## src/rtl/cajero_param.sv

```systemverilog
// ATM session controller: card capture, PIN_DIGITS-digit BCD PIN check with
// attempt lockout, and one deposit/withdrawal per card against a saturating balance.
module cajero_param #(
  parameter int PIN_DIGITS   = 4,
  parameter int MAX_INTENTOS = 3,
  parameter int BALANCE_W    = 32,
  parameter int MONTO_W      = 32
) (
  input  logic                    clock,
  input  logic                    reset,
  input  logic                    tarjeta_recibida,
  input  logic [BALANCE_W-1:0]    balance_inicial,
  input  logic                    digito_stb,
  input  logic [3:0]              digito,
  input  logic [4*PIN_DIGITS-1:0] pin,
  input  logic                    monto_stb,
  input  logic [MONTO_W-1:0]      monto,
  input  logic                    tipo_trans,
  output logic [BALANCE_W-1:0]    balance_actualizado,
  output logic                    balance_stb,
  output logic                    entregar_dinero,
  output logic                    pin_incorrecto,
  output logic                    advertencia,
  output logic                    bloqueo,
  output logic                    fondos_insuficientes
);

  localparam int PW = 4 * PIN_DIGITS;
  localparam int SW = BALANCE_W + 1;

  localparam logic [4:0] S_IDLE = 5'b00001;
  localparam logic [4:0] S_PIN  = 5'b00010;
  localparam logic [4:0] S_CMP  = 5'b00100;
  localparam logic [4:0] S_TRX  = 5'b01000;
  localparam logic [4:0] S_BLQ  = 5'b10000;

  logic [4:0]           state_q, state_d;
  logic [3:0]           cnt_q, cnt_d;
  logic [PW-1:0]        pin_rec_q, pin_rec_d;
  logic [3:0]           intentos_q, intentos_d;
  logic [BALANCE_W-1:0] bal_q, bal_d;
  logic                 bstb_q, bstb_d;
  logic                 entregar_q, entregar_d;
  logic                 pin_inc_q, pin_inc_d;
  logic                 adv_q, adv_d;
  logic                 bloq_q, bloq_d;
  logic                 fondos_q, fondos_d;

  logic [SW-1:0]        suma;
  logic [BALANCE_W-1:0] monto_ext;
  logic [3:0]           intentos_inc;

  // Shift-in works for any PIN_DIGITS, including a single-digit PIN.
  assign suma         = {1'b0, bal_q} + SW'(monto);
  assign monto_ext    = BALANCE_W'(monto);
  assign intentos_inc = intentos_q + 4'd1;

  always_comb begin
    state_d    = state_q;
    cnt_d      = cnt_q;
    pin_rec_d  = pin_rec_q;
    intentos_d = intentos_q;
    bal_d      = bal_q;
    adv_d      = adv_q;
    bloq_d     = bloq_q;
    bstb_d     = 1'b0;
    entregar_d = 1'b0;
    pin_inc_d  = 1'b0;
    fondos_d   = 1'b0;
    case (state_q)
      S_IDLE: begin
        if (tarjeta_recibida) begin
          bal_d     = balance_inicial;
          cnt_d     = 4'd0;
          pin_rec_d = '0;
          state_d   = S_PIN;
        end
      end
      S_PIN: begin
        if (digito_stb && (digito <= 4'd9)) begin
          pin_rec_d = (pin_rec_q << 4) | PW'(digito);
          cnt_d     = cnt_q + 4'd1;
          if (cnt_q + 4'd1 == 4'(PIN_DIGITS)) state_d = S_CMP;
        end
      end
      S_CMP: begin
        if (pin_rec_q == pin) begin
          intentos_d = 4'd0;
          adv_d      = 1'b0;
          state_d    = S_TRX;
        end else begin
          pin_inc_d  = 1'b1;
          intentos_d = intentos_inc;
          if (intentos_inc == 4'(MAX_INTENTOS)) begin
            adv_d   = 1'b0;
            bloq_d  = 1'b1;
            state_d = S_BLQ;
          end else begin
            if (intentos_inc == 4'(MAX_INTENTOS - 1)) adv_d = 1'b1;
            cnt_d     = 4'd0;
            pin_rec_d = '0;
            state_d   = S_PIN;
          end
        end
      end
      S_TRX: begin
        if (monto_stb) begin
          bstb_d  = 1'b1;
          state_d = S_IDLE;
          if (!tipo_trans) begin
            bal_d = suma[BALANCE_W] ? '1 : suma[BALANCE_W-1:0];
          end else if (monto_ext <= bal_q) begin
            bal_d      = bal_q - monto_ext;
            entregar_d = 1'b1;
          end else begin
            fondos_d = 1'b1;
          end
        end
      end
      S_BLQ: state_d = S_BLQ;
      default: state_d = S_IDLE;
    endcase
  end

  always_ff @(posedge clock) begin
    if (reset) begin
      state_q    <= S_IDLE;
      cnt_q      <= 4'd0;
      pin_rec_q  <= '0;
      intentos_q <= 4'd0;
      bal_q      <= '0;
      bstb_q     <= 1'b0;
      entregar_q <= 1'b0;
      pin_inc_q  <= 1'b0;
      adv_q      <= 1'b0;
      bloq_q     <= 1'b0;
      fondos_q   <= 1'b0;
    end else begin
      state_q    <= state_d;
      cnt_q      <= cnt_d;
      pin_rec_q  <= pin_rec_d;
      intentos_q <= intentos_d;
      bal_q      <= bal_d;
      bstb_q     <= bstb_d;
      entregar_q <= entregar_d;
      pin_inc_q  <= pin_inc_d;
      adv_q      <= adv_d;
      bloq_q     <= bloq_d;
      fondos_q   <= fondos_d;
    end
  end

  assign balance_actualizado  = bal_q;
  assign balance_stb          = bstb_q;
  assign entregar_dinero      = entregar_q;
  assign pin_incorrecto       = pin_inc_q;
  assign advertencia          = adv_q;
  assign bloqueo              = bloq_q;
  assign fondos_insuficientes = fondos_q;

endmodule
```

## config.mk

```make
export PLATFORM = sky130hd
export DESIGN_NAME = cajero_param
export DESIGN_NICKNAME = d
export VERILOG_FILES = /design/src/rtl/cajero_param.sv
export SDC_FILE = /design/constraint.sdc
export NUM_CORES = 1
export LEC_CHECK = 0
export CORE_UTILIZATION = 35
export CTS_CLUSTER_DIAMETER = 80
export CTS_CLUSTER_SIZE = 30
export DETAILED_ROUTE_END_ITERATION = 6
export PLACE_DENSITY_LB_ADDON = 0.15
export SKIP_CTS_REPAIR_TIMING = 1
export SLEW_MARGIN = 15
export SYNTH_ARGS = -nofsm -noshare
export SYNTH_HDL_FRONTEND = slang
export SYNTH_SLANG_ARGS = --single-unit
```

## constraint.sdc

```tcl
create_clock -name clock -period 4.2 [get_ports clock]
set_input_delay 0.42 -clock clock [delete_from_list [all_inputs] [get_ports clock]]
set_output_delay 0.42 -clock clock [all_outputs]
set_load 0.005 [all_outputs]
```

== Yosys cells after proc, flatten, opt, wreduce, memory -nomap -nowiden ==
Cells that the tools add are included.

* Flip-flop bits (word level): 67
* Input bits: 90
* Output and inout port bits: 38
* Word-level logic and storage cells: 82

* $add $sub $neg: 4
* Order comparisons: 2
* Eq/ne operators: 16
* Multiplexer cells: 31
* Bitwise logic cells: 6
* Reductions and logical operators: 12

{| class="wikitable"
|+ Operator list
! cell !! count
|-
| 2-to-1 mux 32 bit || 5
|-
| 2-to-1 mux 16 bit || 4
|-
| one-hot mux 32 bit (2 select lines) || 1
|-
| one-hot mux 16 bit (3 select lines) || 1
|-
| adder 32 x 32 -> 33 bit || 1
|-
| less-or-equal comparator 32 bit || 1
|-
| subtractor 32 bit || 1
|-
| 2-to-1 mux 5 bit || 6
|-
| one-hot mux 5 bit (5 select lines) || 1
|-
| 2-to-1 mux 4 bit || 5
|-
| == test 16 bit || 1
|-
| OR 16 x 4 -> 16 bit || 1
|-
| != test 2 bit, second input constant || 6
|-
| one-hot mux 4 bit (3 select lines) || 1
|-
| adder 4 x 1 -> 4 bit, second input constant || 2
|-
| == test 4 x 2 -> 1 bit, second input constant || 2
|-
| AND reduction 4 bit || 2
|-
| 2-to-1 mux 1 bit || 7
|-
| nonzero test 3 bit || 2
|-
| == test 5 x 1 -> 1 bit, second input constant || 1
|-
| == test 5 x 2 -> 1 bit, second input constant || 1
|-
| == test 5 x 3 -> 1 bit, second input constant || 1
|-
| == test 5 x 4 -> 1 bit, second input constant || 1
|-
| == test 5 bit, second input constant || 1
|-
| 11 further kinds || 16
|}

== Logic depth before layout (Yosys ltp) ==
Gate-level depths: netlist of the first run.

* Depth in word-level cells: 5
* Mapped depth: 15
* Depth with buffers taken out: 13

== Worst setup path before layout of the first run ==
OpenSTA, ideal clock, no wires.

* Path kind: input to register
* Start: input monto[0]
* End: register bal_q[28] (netlist: balance_actualizado[28])
* Setup time: 0.117 ns
* Data arrival time: 2.918 ns
* Data required time: 4.083 ns
* Setup slack: 1.165 ns
* Stages on the path: 11
* Buffers on the path: 0
* Path through: ha_1 fa_1 nor2b_1 o211ai_1 a21oi_2 a211oi_2 o211a_1 nor2_1 or3_1 a211o_1 a32o_1

* Longest elaborated chain between the ends: 5
* Elaborated cells between the ends (all ways): 10
* Classes of those cells: 2 x add/sub; 1 x order compare; 1 x eq/ne; 5 x mux; 1 x reduce/logical

{| class="wikitable"
|+ Ends and longest elaborated chain
! element !! RTL line !! source
|-
| start: declaration || 17 || <nowiki>input logic [MONTO_W-1:0] monto,</nowiki>
|-
| adder 32 x 32 -> 33 bit or subtractor 32 bit (tied branches) || 54, 113 ||
|-
| 2-to-1 mux 32 bit (on tied branches) || 111, 112 ||
|-
| 2-to-1 mux 32 bit || 110 || <nowiki>if (!tipo_trans) begin</nowiki>
|-
| 2-to-1 mux 32 bit || 107 || <nowiki>if (monto_stb) begin</nowiki>
|-
| one-hot mux 32 bit (2 select lines) || 70 || <nowiki>case (state_q)</nowiki>
|-
| end signal: assignment || 143 || <nowiki>bal_q <= bal_d;</nowiki>
|-
| end: declaration || 41 || <nowiki>logic [BALANCE_W-1:0] bal_q, bal_d;</nowiki>
|}

Several ways; a longest one is shown, not always the timed one. The select of a mux whose other input is x is not followed.
A chain may end at the register's enable or synchronous reset.

== Final worst setup path of the first run ==
Same ends and word-level chain as after synthesis.

==> results of run 1 <==
state kept, by name, summed over array words and instances (netlist names):
name                  count
bloqueo                   1
balance_stb               1
cnt_q                     4
intentos_q                4
advertencia               1
balance_actualizado      32
state_q                   5
entregar_dinero           1
fondos_insuficientes      1
pin_rec_q                16
pin_incorrecto            1
through the flow:
step,cells,total power [W]
CTS,1372,0.004978
global route,1372,0.005355
global placement,1356,0.004055
finish,1372,0.004994
floorplan,979,0.002929
detailed placement,1356,0.004042
final cells by class:
type                    count  area [um2]  area share
multi-input cells         788        5109      0.5706
repair buffers            165        1564      0.1747
flip-flops and latches     67        1341      0.1498
well taps                 265       331.6     0.03704
inverters                  71       266.5     0.02977
clock buffers              10       229.0     0.02558
clock inverters             6       111.4     0.01244
routing by layer:
| layer | part of all wire | GRT usage | up-vias |
|---|---|---|---|
| met3 | 0.066 | 0.03454 | 51 |
| met1 | 0.47 | 0.3429 | 3598 |
| met2 | 0.44 | 0.3860 | 299 |
| li1 | - | - | 3790 |
| met5 | 0 | 0 | - |
| met4 | 0.029 | 0.1064 | 0 |
cells by family (layout without fill, tap and decap cells):
family / count (synthesis) / count (layout)
simple gates: 346 / 346
compound gates: 319 / 319
buf+inv: 124 / 252
fa+ha+maj: 71 / 71
flops: 67 / 67
xor+xnor: 46 / 46
mux: 6 / 6
worst register-to-register path, stage by stage, from the launching register on:
cell and delay (ns):
dfxtp_1 0.34, ha_1 0.22, fa_1 0.38, nor2b_1 0.17, o211ai_1 0.36, a21oi_2 0.16, a211oi_2 0.37, o211a_1 0.30
nor2_1 0.18, or3_1 0.36, a211o_1 0.29, a32o_1 0.22
final timing paths:
kind	startpoint	endpoint	slack (ns)
worst min register to register	bloqueo$_SDFFE_PP0P_	bloqueo$_SDFFE_PP0P_	0.45
worst min-delay path	bloqueo$_SDFFE_PP0P_	bloqueo$_SDFFE_PP0P_	0.45
worst max-delay path	monto[0]	balance_actualizado[28]$_SDFFE_PP0P_	0.48
worst max register to register	balance_actualizado[0]$_SDFFE_PP0P_	balance_actualizado[28]$_SDFFE_PP0P_	0.73
placed cells by master (no fill, tap or decap), types with 4 or more instances in the layout:
master / instances
o31ai_1: 18
nor2_1: 119
a21o_1: 12
o22ai_1: 5
or3_1: 6
xor2_1: 8
a31oi_1: 14
mux2i_1: 4
a32o_1: 6
nand2b_1: 4
o211ai_1: 7
clkbuf_16: 9
o21bai_1: 8
nor4_1: 9
dfxtp_1: 67
xnor2_1: 38
o2111ai_1: 5
o21ai_0: 39
nand4_1: 13
nand3b_1: 6
inv_1: 67
o311ai_0: 6
a311oi_1: 6
clkdlybuf4s50_1: 126
nor3_1: 32
ha_1: 69
buf_4: 37
a211oi_1: 12
nor2b_1: 9
o21a_1: 6
o221ai_1: 18
nand3_1: 22
nand2_1: 98
a21oi_1: 121
power by group:
group | switching [W] | total (W) | internal (W) | leakage, nW
Sequential | 0.000180 | 0.000948 | 0.000768 | 0.546
Clock | 0.000324 | 0.000906 | 0.000582 | 0.163
Combinational | 0.00186 | 0.00314 | 0.00128 | 2.84
==> metrics, run 1 <==
largest net degree at the start of global routing 56; Final Hold Viols 0; register area share after synthesis 0.1935; die height approximately 140 um; Critical Path End Type register; CP arrival 3.96 ns; CTS Buf Count 9; Worst R2R Path Depth 11; period utilization 0.8866; largest cells by area after synthesis dfxtp_1 (19%), ha_1 (12%), a21oi_1 (8.7%), nor2_1 (6.5%), nand2_1 (5.3%); placed cell area between 8000 and 9000 um2; Final Cell Area 8952 um2; Post-synth top flop dfxtp_1; Slew headroom 0.5228; fin crit period 3.724 ns; io pins about 130; die area 20370 um2; grt ovf 0; hpwl dp 18980 um; Cells after Synth slightly below 1000; max-slew violations 0; CTS sink cnt 67; CTS clk-pin slew, worst paths 0.06 ns; Placer Congestion around 0.96; worst-path cell chain clkdlybuf4s50_1 > ha_1 > fa_1 > nor2b_1 > o211ai_1 > a21oi_2 > a211oi_2 > o211a_1 > nor2_1 > or3_1 > a211o_1 > a32o_1; Max IR drop VDD 253.8 uV; startpoint types input pin; H-tree depth 3; nets 1263; row count 51; count of different cell masters after synthesis 82; Clock Skews 0.008681 ns; worst slew pin tran 0.7158 ns; Mapped Area 6930 um2; post-synthesis async set-or-reset flop share 0; Vias/cell 5.640; CP Class input pin to register; Synth area leader dfxtp_1; PortBufs between 100 and 150; Fmax between 0.2 and 0.3 GHz; synth warn 0; WL per Instance 18.21 um; Critical path buffers and inverters 1; Remaining DRCs 0; RSZ-0062 raised after global routing false; Synth top area share 0.1935; first-pass GRT wire length 39300 um; first-pass detailed-route iteration total 6; ANT nets after route 0; static leakage 3.551 nW; Post-Synth Simple-Gate Area 0.2331; post-layout util 0.4600; setup slack after layout 0.4762 ns; Starting Density 0.3561; share of cells above drive strength 1 0.07136; Core ar. just under 20000 um2; die width 142.7 um; Max Cap Viol 0; TNS Setup 0 ns; syn_nets 1140; Hold Path Depth 2; CP max-delay cell clkdlybuf4s50_1; post-synthesis compound-gate area fraction 0.3040; Total GRT Usage 0.2489; Post-synth top cells a21oi_1 (121), nor2_1 (120), nand2_1 (98), ha_1 (69); largest stage delay on the critical path 0.48 ns; outcome completed; Top delay family on crit path compound AO/OA/AOI/OAI gates; CP required 4.44 ns; WHS around 0.45 ns; top-count cell post-synth a21oi_1; critical path depth 12; initial antenna violation count 0; final setup vio count 0; worst hold path class register to register; total routed wirelength between 20000 and 25000 um; Synth Area in XOR/XNOR 0.05813; Root Driver clkbuf_16; vias in the first global route roughly 7400; crit path max fanout 7; Fillers 2013; Layout area overhead 29.17%; Post-Synth Adder-Cell Area 0.1303; largest family of logic cells by synthesized area compound AO/OA/AOI/OAI gates; drt initial violations 751; Clock Path Buffers 2; Post-synth EDFFs 0; diode count 0; Avg Synthesized Cell Area 7.079 um2; Clk Latency, worst-skew pair between 0.3 and 0.4 ns; CTS tree done; total number of vias 7738; Synth Register Bits 67; Post-Place Worst Slack 0.1817 ns; mux cell area share after synthesis 0.009027; PwrDens 557.9 nW/um2
No activity file was read; power rests on OpenSTA's default activity.
==> run 2: changes to the inputs <==
ABC_AREA = 1   (was unset)
PLACE_DENSITY = 0.66   (was unset)
PLACE_DENSITY_LB_ADDON = unset   (was 0.15)
==> run 2 against run 1 <==
Synthesized area increased by 17%. Die area increased by 17%. Clock-buffer cell count decreased by 1. Largest power group unchanged.
==> metrics, run 2 <==
CTS sink cnt 67; Avg Synthesized Cell Area 5.601 um2; row count 55; Total GRT Usage 0.2460; Root Driver clkbuf_16; Clock Path Buffers 2; register area share after synthesis 0.1654; Synth area leader nand2_1; total routed wirelength 28990 um; Post-synth EDFFs 0; Mapped Area between 8000 and 9000 um2; Clock Skews 0.008423 ns; Synth Register Bits 67; setup slack after layout 1.152 ns; worst hold path class register to register; grt ovf 0; PwrDens 588.4 nW/um2; static leakage 4.914 nW; first-pass GRT wire length 45340 um; largest cells by area after synthesis nand2_1 (19%), dfxtp_1 (17%), ha_1 (11%), inv_1 (11%), nor2_1 (8.2%); final setup vio count 0; Final Cell Area 9827 um2; top-count cell post-synth nand2_1; drt initial violations 555; Core ar. 22710 um2; die area 23790 um2; Clk Latency, worst-skew pair roughly 0.36 ns; outcome completed; Slew headroom 0.4734; nets 1705; crit path max fanout 15; synth warn 0; commonest non-fill, non-tap cell in the layout nand2_1; Final Hold Viols 0; Max Cap Viol 0; Power Total a little under 0.006 W; Post-synth top cells nand2_1 (414), inv_1 (230), nor2_1 (177), a21oi_1 (116), nand3_1 (92); Post-Place Worst Slack between 0.8 and 0.9 ns; fin crit period approximately 3.0 ns; Fmax 0.3281 GHz; RSZ-0062 raised after global routing false; reg-to-reg slack, setup around 1.4 ns; Cells after Synth 1448; max-slew violations 0; Worst R2R Path Depth 16; largest net degree at the start of global routing 39; CP required about 4.4 ns; Starting Density 0.3571; Hold EP bloqueo$_SDFFE_PP0P_; diode count 0; Synth top area share 0.1916; Max IR drop VDD 342.8 uV; RR Startpoint balance_actualizado[0]$_SDFFE_PP0P_; CP max-delay cell clkdlybuf4s50_1; period utilization 0.7258; post-layout util 0.4327; CP Class input pin to register; worst-path cell chain clkdlybuf4s50_1 > ha_1 > fa_1 > nand2_1 > nand2_1 > and2_1 > nand2_1 > nand2_1 > nand2_1 > nand2_1 > nand2_1 > nand2_2 > o21ai_4 > buf_12 > nand2_1 > o21ai_0 > a21oi_1; Critical Path End Type register; share of cells above drive strength 1 0.04196; Hold Path Origin bloqueo$_SDFFE_PP0P_; first-pass detailed-route iteration total 7; post-synthesis async set-or-reset flop share 0; Hold Path Depth 2; hpwl dp ~24000 um; initial antenna violation count 0; die height around 150 um; WL per Instance 15.81 um; Top delay family on crit path simple AND/OR/NAND/NOR gates; vias in the first global route 8815; placed cell area around 9500 um2; Post-synth top flop dfxtp_1; PortBufs 127; Fillers about 2500; total number of vias just over 9000; Layout area overhead 21.17%; CP most frequent cell nand2_1; H-tree depth 3; CP arrival 3.25 ns; CTS tree done; TNS Setup 0 ns; die width 154.2 um; startpoint types input pin; max reg flops 32; Placer Congestion 0.9664; largest stage delay on the critical path 0.44 ns; io pins 128; Critical path buffers and inverters 2; syn_nets 1609; Vias/cell 5.011; worst slew pin tran 0.7890 ns; commonest cells after routing, fill and taps aside nand2_1 (414), inv_1 (230), nor2_1 (177); count of different cell masters after synthesis 42; ANT nets after route 0; CTS Buf Count 9; reg2reg end balance_actualizado[2]$_SDFFE_PP0P_; Remaining DRCs 0; CTS clk-pin slew, worst paths 0.07 ns
run 2: tightest hold or removal path, delay by kind of cell, from the launching register on:
family	cells	cell delay, ns
buffers and inverters	1	0.05
flip-flops	1	0.31
AO/OA/AOI/OAI	1	0.05
run 2: cells by family (layout without fill, tap and decap cells):
family | count (synthesis) | after routing | share of synthesized area
and+or+nand+nor | 753 | 753 | 0.3874
buffers and inverters | 288 | 389 | 0.1467
AOI/OAI and AO/OA | 238 | 238 | 0.1555
adders and majority gates | 71 | 71 | 0.1114
DFF | 67 | 67 | 0.1654
xor gates and xnor gates | 30 | 30 | 0.03240
muxes | 1 | 1 | 0.001234
run 2: final cells by class:
cell class	instances	area, um2	area share
inverter	237	889.6	0.09053
tap	285	356.6	0.03629
clock inverter	7	83.83	0.008531
multi-input combinational	1093	5579	0.5677
clock buffer	9	225.2	0.02292
sequential	67	1341	0.1365
timing repair buffer	136	1351	0.1375
run 2: metal layers:
layer	vias up	share of wire	GRT usage
met3	42	0.077	0.04679
met1	4091	0.45	0.3213
li1	4740	-	-
met4	0	0.025	0.08000
met2	318	0.45	0.4061
met5	-	0	0
run 2: per-stage QoR:
| stage | instances | hold slack, ns |
|---|---|---|
| after global routing | 1834 | 0.4785 |
| after detailed placement | 1818 | 0.4485 |
| after global placement | 1818 | 0.4411 |
| after CTS | 1834 | 0.4618 |
| final | 1834 | 0.4544 |
| after floorplan | 1448 | 0.4451 |
run 2: how the worst max path moves through the flow:
stage,from,end,slack (ns),cells after the start
3_5_place_dp,monto[0],balance_actualizado[2]$_SDFFE_PP0P_,0.82,17
3_3_place_gp,monto[0],balance_actualizado[14]$_SDFFE_PP0P_,0.87,17
4_1_cts,monto[0],balance_actualizado[2]$_SDFFE_PP0P_,1.19,17
5_1_grt,monto[3],balance_actualizado[7]$_SDFFE_PP0P_,0.91,15
2_1_floorplan,monto[0],balance_actualizado[14]$_SDFFE_PP0P_,1.93,16
6_report,monto[0],balance_actualizado[2]$_SDFFE_PP0P_,1.15,17
run 2: where the power goes:
group	switching (W)	internal (W)
clock network	0.000369	0.000472
logic	0.00250	0.00135
registers	0.000228	0.000864
==> run 3: changes to the inputs <==
clock period = 2.85 ns   (was 4.2 ns; I/O delays follow)
==> run 3 against run 2 <==
Sequential power grew 48%. Cell count rose by 5.2%. Clock power is 57% higher. Critical path depth down 3. Sequential share of layout area shrank 1.1 points. Global-route usage up 1.4 points. Core utilization rose by 3.8 points. Clock-buffer cell count increased by 1. Wire length grew 5.9%. Sequential cell count did not move. First-iteration DRC count shrank 0.90%. Clock skew is 0.0043 ns higher. Critical endpoint is now balance_actualizado[12]$_SDFFE_PP0P_. Largest cell class unchanged.
==> metrics, run 3 (synthesis gave the netlist of run 2 again) <==
outcome completed; PortBufs 127; hpwl dp between 20000 and 30000 um; crit path max fanout 7; Placer Congestion 0.9789; reg-to-reg slack, setup 0.24 ns; placed cell area ~10000 um2; Max IR drop VDD 577.7 uV; Fillers 2430; row count between 50 and 60; Clk Latency, worst-skew pair 0.35 ns; CP required 3.08 ns; initial antenna violation count 0; Post-Place Worst Slack -0.1134 ns; WL per Instance 15.90 um; CP arrival around 2.9 ns; vias in the first global route a little over 9000; post-layout util 0.4704; Layout area overhead 31.70%; nets about 1800; CTS sink cnt 67; die width 154.2 um; total routed wirelength about 31000 um; Slew headroom 0.6153; first-pass detailed-route iteration total 7; grt ovf 0; Max Cap Viol 0; CTS clk-pin slew, worst paths 0.07 ns; startpoint types input pin; fin crit period ~2.7 ns; CTS Buf Count 9; Clock Path Buffers 2; DP Cell Count approximately 1900; worst hold path class register to register; max reg flops 32; first-pass GRT wire length approximately 48000 um; Final Hold Viols 0; Hold EP bloqueo$_SDFFE_PP0P_; share of cells above drive strength 1 0.1003; die height 154.2 um; reg2reg end balance_actualizado[12]$_SDFFE_PP0P_; final cell count without fillers a little under 2000; Fmax roughly 0.37 GHz; final setup vio count 0; worst slew pin tran 0.5764 ns; Starting Density 0.3571; static leakage 5.424 nW; largest net degree at the start of global routing 39; commonest non-fill, non-tap cell in the layout nand2_1; Remaining DRCs 0; PwrDens between 800 and 900 nW/um2; Clock Skews 0.01269 ns; ANT nets after route 0; CTS tree done; Total GRT Usage 0.2604; Vias/cell 4.965; H-tree depth 3; setup slack after layout 0.1551 ns; Critical Path End Type register; Worst R2R Path Depth 16; TNS Setup 0 ns; Hold Path Depth 2; total number of vias 9583; drt initial violations 550; io pins 128; Root Driver clkbuf_16; RR Startpoint balance_actualizado[0]$_SDFFE_PP0P_; die area 23790 um2; CP Class input pin to register; diode count 0; Final Cell Area 10680 um2; commonest cells after routing, fill and taps aside nand2_1 (412), inv_1 (230), nor2_1 (177); Hold Path Origin bloqueo$_SDFFE_PP0P_; Core ar. 22710 um2; max-slew violations 0; period utilization 0.9456
==> run 3: stage by stage <==
stage                     hold WS [ns]  total power, W
final                           0.4605        0.009528
after global routing            0.4849         0.01038
after CTS                       0.4636        0.009482
after detailed placement        0.4507        0.008121
after global placement          0.4409        0.008076
after floorplan                 0.4451        0.005526
==> run 3: worst max path at each step <==
stage	endpoint	slack (ns)	depth (start not counted)	start
after global routing	balance_actualizado[9]$_SDFFE_PP0P_	-0.006	17	monto[0]
after global placement	balance_actualizado[29]$_SDFFE_PP0P_	-0.15	16	monto[23]
after detailed placement	balance_actualizado[14]$_SDFFE_PP0P_	-0.11	14	monto[23]
after CTS	balance_actualizado[14]$_SDFFE_PP0P_	0.23	14	monto[23]
after floorplan	balance_actualizado[14]$_SDFFE_PP0P_	0.63	18	balance_actualizado[0]$_SDFFE_PP0P_
final	balance_actualizado[12]$_SDFFE_PP0P_	0.16	14	monto[23]
==> run 3: layout make-up <==
class | count | area, um2 | share of cell area
multi-input cells | 1093 | 5595 | 0.5238
clock inverters | 6 | 95.09 | 0.008902
well taps | 285 | 356.6 | 0.03338
flip-flops and latches | 67 | 1341 | 0.1256
repair buffers | 232 | 2165 | 0.2026
inverters | 237 | 889.6 | 0.08328
clock buffers | 10 | 239.0 | 0.02237
==> run 3: where the power goes <==
group          leakage, nW  switching, W  total [W]  internal [W]
logic                 4.71       0.00393    0.00660       0.00267
clock network        0.164      0.000522    0.00132      0.000801
registers            0.551      0.000331    0.00161       0.00127
==> run 3: metal layers <==
layer  vias up  share of wire  track usage
met5         -              0            0
li1       4914              -            -
met4         0          0.019      0.07286
met1      4371           0.46       0.3385
met3        34          0.062      0.04679
met2       264           0.46       0.4392
==> run 3: worst max-delay path, stage by stage <==
cell	delay, ns
clkdlybuf4s50_1	0.50
inv_1	0.06
ha_1	0.36
inv_2	0.05
a21oi_1	0.24
a21boi_2	0.23
nand2_1	0.11
a21oi_2	0.21
nand2_4	0.12
o21ai_4	0.32
clkbuf_16	0.23
nand2_1	0.05
o21ai_0	0.07
a21oi_1	0.08
